===== src/rtl/alu.sv =====
// Registered 64-bit RV64I R-type ALU: ADD/SUB/SLL/SLT/SLTU/XOR/SRL/SRA/OR/AND.
// Define ALU_FLAGS_EN to drive status flags on Cout; otherwise Cout is tied to 0.
module alu (
  input  logic               clk,
  input  logic               rst_n,
  input  logic signed [63:0] rs1,
  input  logic signed [63:0] rs2,
  input  logic        [2:0]  func3,
  input  logic        [6:0]  func7,
  output logic signed [63:0] out,
  output logic signed [9:0]  Cout
);

  logic        w_isAddSub;
  logic        w_isSub;
  logic [63:0] w_opB;
  logic [63:0] w_sum;
  logic        w_carry;
  logic [5:0]  w_shamt;
  logic [63:0] w_result;
  logic [9:0]  w_flags;
  logic [63:0] r_out;
  logic [9:0]  r_flags;

  // Subtract shares the adder as rs1 + ~rs2 + 1 so carry/overflow come from one place.
  assign w_isAddSub       = (func3 == 3'd0);
  assign w_isSub          = w_isAddSub && func7[5];
  assign w_opB            = w_isSub ? ~rs2 : rs2;
  assign {w_carry, w_sum} = {1'b0, rs1} + {1'b0, w_opB} + {64'd0, w_isSub};
  assign w_shamt          = rs2[5:0];

  always_comb begin
    w_result = 64'd0;
    case (func3)
      3'd0: w_result = w_sum;
      3'd1: w_result = rs1 << w_shamt;
      3'd2: w_result = {63'd0, ($signed(rs1) < $signed(rs2))};
      3'd3: w_result = {63'd0, ($unsigned(rs1) < $unsigned(rs2))};
      3'd4: w_result = rs1 ^ rs2;
      3'd5: w_result = func7[5] ? 64'($signed(rs1) >>> w_shamt)
                                : 64'($unsigned(rs1) >> w_shamt);
      3'd6: w_result = rs1 | rs2;
      3'd7: w_result = rs1 & rs2;
      default: w_result = 64'd0;
    endcase
  end

`ifdef ALU_FLAGS_EN
  always_comb begin
    w_flags    = 10'd0;
    w_flags[0] = w_isAddSub && w_carry;
    w_flags[1] = w_isAddSub && (rs1[63] == w_opB[63]) && (w_sum[63] != rs1[63]);
    w_flags[2] = (w_result == 64'd0);
    w_flags[3] = w_result[63];
  end
`else
  assign w_flags = 10'd0;
`endif

  always_ff @(posedge clk or negedge rst_n) begin
    if (!rst_n) begin
      r_out   <= 64'd0;
      r_flags <= 10'd0;
    end else begin
      r_out   <= w_result;
      r_flags <= w_flags;
    end
  end

  assign out  = r_out;
  assign Cout = r_flags;

endmodule


===== config.mk =====
export PLATFORM = sky130hd
export DESIGN_NAME = alu
export DESIGN_NICKNAME = d
export VERILOG_FILES = /design/src/rtl/alu.sv
export SDC_FILE = /design/constraint.sdc
export NUM_CORES = 1
export LEC_CHECK = 0
export BUFFER_PORTS_ARGS = -buffer_cell sky130_fd_sc_hd__buf_2
export CAP_MARGIN = 20
export CORE_ASPECT_RATIO = 1.1
export CORE_MARGIN = 2
export CORE_UTILIZATION = 51
export DETAILED_ROUTE_END_ITERATION = 16
export MAX_ROUTING_LAYER = met4
export PLACE_DENSITY = 0.71
export RECOVER_POWER = 50
export SYNTH_ARGS = -nofsm -noshare
export SYNTH_HDL_FRONTEND = slang
export SYNTH_SLANG_ARGS = --single-unit

===== constraint.sdc =====
create_clock -name clk -period 0.98 [get_ports clk]
set_clock_uncertainty 0.15 [all_clocks]
set_input_delay 0.098 -clock clk [delete_from_list [all_inputs] [get_ports clk]]
set_output_delay 0.098 -clock clk [all_outputs]
set_load 0.005 [all_outputs]

==> results of run 1 <==
## cell families after synthesis
logic type      share of synthesized area [%]
fa+ha+maj                                15.8
simple gates                             14.8
other cells                            0.0184
xor+xnor                                 4.99
flops                                    7.87
buf+inv                                  8.89
mux                                      20.8
compound gates                           26.9
## stage by stage
step | setup slack, ns | setup TNS (ns) | util, % | cells
after global placement | -3.07 | -158.81 | 74.4 | 4241
after CTS | -2.42 | -138.71 | 81.0 | 4348
after floorplan | -2.46 | -129.60 | - | 2733
after detailed placement | -3.12 | -161.66 | 74.4 | 4241
## metal layers
metal / GRT overflow / global-route usage [%]
met2: 119 / 97.1
met1: 7 / 79.5
met5: - / -
met4: 75 / 83.4
met3: 6 / 63.7
## what timing repair did
item	4_1_cts
gates cloned	6
setup buffers	90
hold buffers	1
hold endpoints to repair	64
setup endpoints to repair	128
pin swaps	139
resized for setup	323
==> summary.txt, run 1 <==
Clock tree
  – Max H-tree Level: 3
  – CTS Sinks: 64
  – CTS Root Cell: clkbuf_16
  – Bufs on Longest Clock Path: 2
  – CTS Buf Count: 9

Synthesis
  – Largest area contributor in the netlist: ha_1
  – Synth top cells by count: 313 x nor2_1, 255 x ha_1, 246 x a21oi_1, 231 x nand2_1, 219 x o21ai_0
  – Share of the synthesized area in the top cell type: 15.7%
  – Ys flop type: dfrtp_1
  – Synthesized area: 20,400 um2
  – #FFs+latches synth: 64
  – Sequential area share after synthesis: 7.87%
  – FFs w/ async S/R, synth: 100%
  – Most frequent cell after synthesis: nor2_1
  – Synth unique cells: 86
  – Post-Synthesis Cells: 2,724
  – Syn avg cell area: 7.47 um2
  – Ys Warns: 0
  – Top cells by area, synth: ha_1 16%, mux4_2 10%, mux2i_1 8.3%
  – EDFF count, synth: 0

Outcome
  – Status: did not finish
  – Error: [ERROR GRT-0232] Routing congestion too high. Check the congestion heatmap in the GUI.
  – Exit stage: global routing (5_1_grt)

STA
  – Worst ep type: register data pin
  – GRT worst endpoint: out[49]$_DFF_PN0_/D

Floorplanning
  – # IOs: 214
  – Die width: 194 um
  – Rows: 76
  – Die Y: 214 um
  – Initial Util: 51.8%

Place
  – DP Area: 29,200 um2
  – Input/output buffers: 197
  – Global placer's final weighted congestion: 1.18
  – DP Wirelength: 89.8 mm

GRT
  – Gr ovfl total: 207
  – Largest net degree at the start of global routing: 101
  – Tot GR Track Use: 81.5%
==> run 2, diff against run 1 <==
CORE_ASPECT_RATIO = default   (was 1.1)
CORE_UTILIZATION = 36   (was 51)
MAX_ROUTING_LAYER = default   (was met4)
PLACE_DENSITY = default   (was 0.71)
PLACE_DENSITY_LB_ADDON = 0.15   (was default)
==> run 2 against run 1 <==
Net effect:
- the flow now finishes, with violations (setup timing)
- area after synthesis unchanged
- synthesized cell count unchanged
==> summary.txt, run 2 <==
Worst setup path
  – Crit Path Max Fanout: 7
  – Critical path startpoint category: input pin
  – Critical Path End Type: flop
  – Crit. Startpoint: func3[0]
  – Crit path kind: in2reg
  – Req. time, crit path: 1.09 ns
  – Worst path arrival time: 3.67 ns

Worst hold path
  – Hold Path Stages: 3
  – Hold Path Class: in2reg
  – Hold Path End: out[28]
  – Startpoint of the worst hold path: rs2[5]

GRT
  – Number of global-route vias before repair: 27,489
  – Tot GR Track Use: 42.4%
  – First-pass GRT wire length: 183 mm
  – Gr ovfl total: 0
  – Initial antenna violation count: 3
  – Largest net degree at the start of global routing: 118

STA
  – Hold Violations, Final: 0
  – Worst Max-Slew Pin Slew: 0.878 ns
  – Hold WS: 0.205 ns
  – Min Tclk post-route: 3.56 ns
  – Final worst slack: -2.58 ns
  – Total negative slack: -150.05 ns
  – Slew Viols, Final: 0
  – Max-slew headroom: 41.5%
  – Highest Clock Rate: 0.281 GHz
  – Fin crit share: 364%
  – Final Setup Violations: 168
  – RSZ-0062 raised after global routing: yes

Pwr
  – Comb pwr share: 76.9%
  – Clk pwr share: 12.8%
  – Net Sw Power: 14.0 mW
  – Leak: 16.6 nW
  – Share of power burned in registers: 10.3%
  – Int Pwr: 16.7 mW
  – PwrDens: 903 nW/um2
  – Worst VDD drop: 0.887 mV
  – Switching Fraction: 45.5%

Synthesis
  – Syn avg cell area: 7.47 um2 (unchanged)
  – Largest area contributor in the netlist: ha_1
  – Ys flop type: dfrtp_1
  – Synthesized area: 20,400 um2 (unchanged)
  – Post-Synth Simple-Gate Area: 14.8% (unchanged)
  – Sequential area share after synthesis: 7.87% (unchanged)
  – Share of the synthesized area in the top cell type: 15.7% (unchanged)
  – FFs w/ async S/R, synth: 100% (unchanged)
  – Main combinational cell family by area after synthesis: compound AO/OA/AOI/OAI gates
  – Top cells by area, synth: ha_1 16%, mux4_2 10%, mux2i_1 8.3%
  – EDFF count, synth: 0 (unchanged)
  – Complex-gate fraction of the synthesized area: 26.9% (unchanged)
  – Synth unique cells: 86 (unchanged)
  – XOR/XNOR share of the synthesized area: 4.99% (unchanged)
  – Post-synthesis mux area share: 20.8% (unchanged)
  – Most frequent cell after synthesis: nor2_1
  – Post-Synthesis Cells: 2,724 (unchanged)
  – Ys Warns: 0 (unchanged)
  – Synth top cells by count: 313 x nor2_1, 255 x ha_1, 246 x a21oi_1, 231 x nand2_1, 219 x o21ai_0
  – #FFs+latches synth: 64 (unchanged)
  – Synth Area in Adders: 15.8% (unchanged)

Layout
  – Leading cell types in the layout, fill and taps excluded: 1,121 x buf_4, 296 x nor2_1, 235 x ha_1, 215 x nand2_1, 203 x inv_1
  – Filler Cell Count: 5,204
  – Share of cells above drive strength 1: 47.8%
  – Largest register FFs: 64
  – Finished Layout Cells: 4,714
  – # nets final: 4,349
  – Final Core Density: 60.5%
  – Ant diodes: 0
  – Most common cell after layout, fill and taps aside: buf_4
  – Area Overhead vs Synth: 67.0%

Detailed routing
  – Router iterations before antenna repair: 6
  – WL final: 129 mm
  – DR DRC count: 0
  – Antenna violation net count after detailed routing: 0
  – DR vias: 27,574
  – Iteration-0 DRC Markers: 2,522
  – Detail-routed via count per cell: 5.85
  – WL per Instance: 27.4 um

Floorplanning
  – Rows: 87 (+14%)
  – Die width: 242 um (+24%)
  – CORE AREA: 56,200 um2
  – # IOs: 214 (unchanged)
  – Die Y: 242 um (+13%)
  – Initial Util: 36.2% (-16 points)
  – Die Footprint: 58,500 um2

Clock tree
  – Max H-tree Level: 3 (unchanged)
  – CTS Root Cell: clkbuf_16
  – Bufs on Longest Clock Path: 2 (unchanged)
  – CTS Buf Count: 9 (unchanged)
  – CTS Sinks: 64 (unchanged)
  – Clk slew on worst S/H paths: 0.06 ns
  – CTS tree: done

Place
  – Place WS: -3.12 ns (+0.00235 ns)
  – Placed Cells: 4,592 (+8.3%)
  – Input/output buffers: 197 (unchanged)
  – Global placer's final weighted congestion: 1.07 (-9.7%)
  – DP Wirelength: 104 mm (+16%)

Job
  – MaxCap Viol Count: 0

Outcome
  – Status: finished with violations
  – Failing checks: setup timing
==> run 2: worst max path at each step <==
stage | endpoint | slack, ns | cells past startpoint
finish | out[56] | -2.58 | 18
global route | out[56] | -2.71 | 18
CTS | out[56] | -2.47 | 18
detailed placement | out[56] | -3.12 | 16
global placement | out[56] | -3.04 | 16
floorplan | out[56] | -2.46 | 18
==> run 2: power groups by stage <==
stage	clock network (mW)	registers, mW	logic, mW
6_report	3.94	3.17	23.6
5_1_grt	4.09	3.19	24.7
4_1_cts	3.97	3.17	22.1
3_5_place_dp	0	3.19	19.9
3_3_place_gp	0	3.20	19.8
2_1_floorplan	0	3.19	8.76
==> run 2: logic make-up (layout without fill, tap and decap cells) <==
| family | Yosys count | in the layout |
|---|---|---|
| multiplexers | 300 | 300 |
| flip-flops | 64 | 64 |
| AND/OR/NAND/NOR | 708 | 708 |
| adder cells (fa/ha/maj) | 256 | 256 |
| AO/OA/AOI/OAI | 854 | 854 |
| other | 1 | 10 |
| XOR/XNOR | 116 | 116 |
| buffers and inverters | 425 | 1650 |
==> run 2: worst max-delay path: stages <==
cell,delay (ns)
buf_8,0.10
nor3_4,0.30
nand2_8,0.17
xnor2_4,0.20
inv_2,0.05
fa_2,0.34
and2b_1,0.25
o2111ai_2,0.17
a21oi_2,0.28
o22ai_2,0.15
o31ai_4,0.30
buf_4,0.17
a21oi_2,0.04
buf_6,0.14
o31ai_4,0.25
a221oi_4,0.13
or4_1,0.41
o311ai_1,0.09
==> run 2: repair_timing <==
item / CTS / global route
hold endpoints to repair: 64 / 0
endpoints found under the setup margin: 128 / 128
gates resized for setup: 346 / 147
pin swaps: 140 / 118
gates cloned: 6 / 0
hold buffers: 1 / 0
setup buffers: 88 / 35
==> run 2: stage by stage <==
| step | cell area, um2 | total power [mW] |
|---|---|---|
| after detailed placement | 30400 | 23.1 |
| final | 34000 | 30.7 |
| after floorplan | 20800 | 12.0 |
| after global routing | 34000 | 32.0 |
| after CTS | 33100 | 29.2 |
| after global placement | 30400 | 23.0 |
==> run 2: cell type report <==
type / count / area [um2] / area share, %
inverters: 209 / 795 / 2.34
well taps: 756 / 946 / 2.78
multi-input cells: 2244 / 19100 / 56.2
flip-flops and latches: 64 / 1600 / 4.71
clock inverters: 7 / 120 / 0.353
repair buffers: 1425 / 11200 / 33.0
clock buffers: 9 / 225 / 0.663
==> run 2: metal layers <==
metal	vias up	global-route usage (%)	share of wire [%]	routed length [um]
li1	12339	-	-	-
met1	13283	49.6	38	48500
met2	1496	68.5	45	57700
met3	452	6.81	7.4	9500
met4	4	34.9	10	13300
met5	-	0	0.023	30
Power figures use the tool's default switching activity.
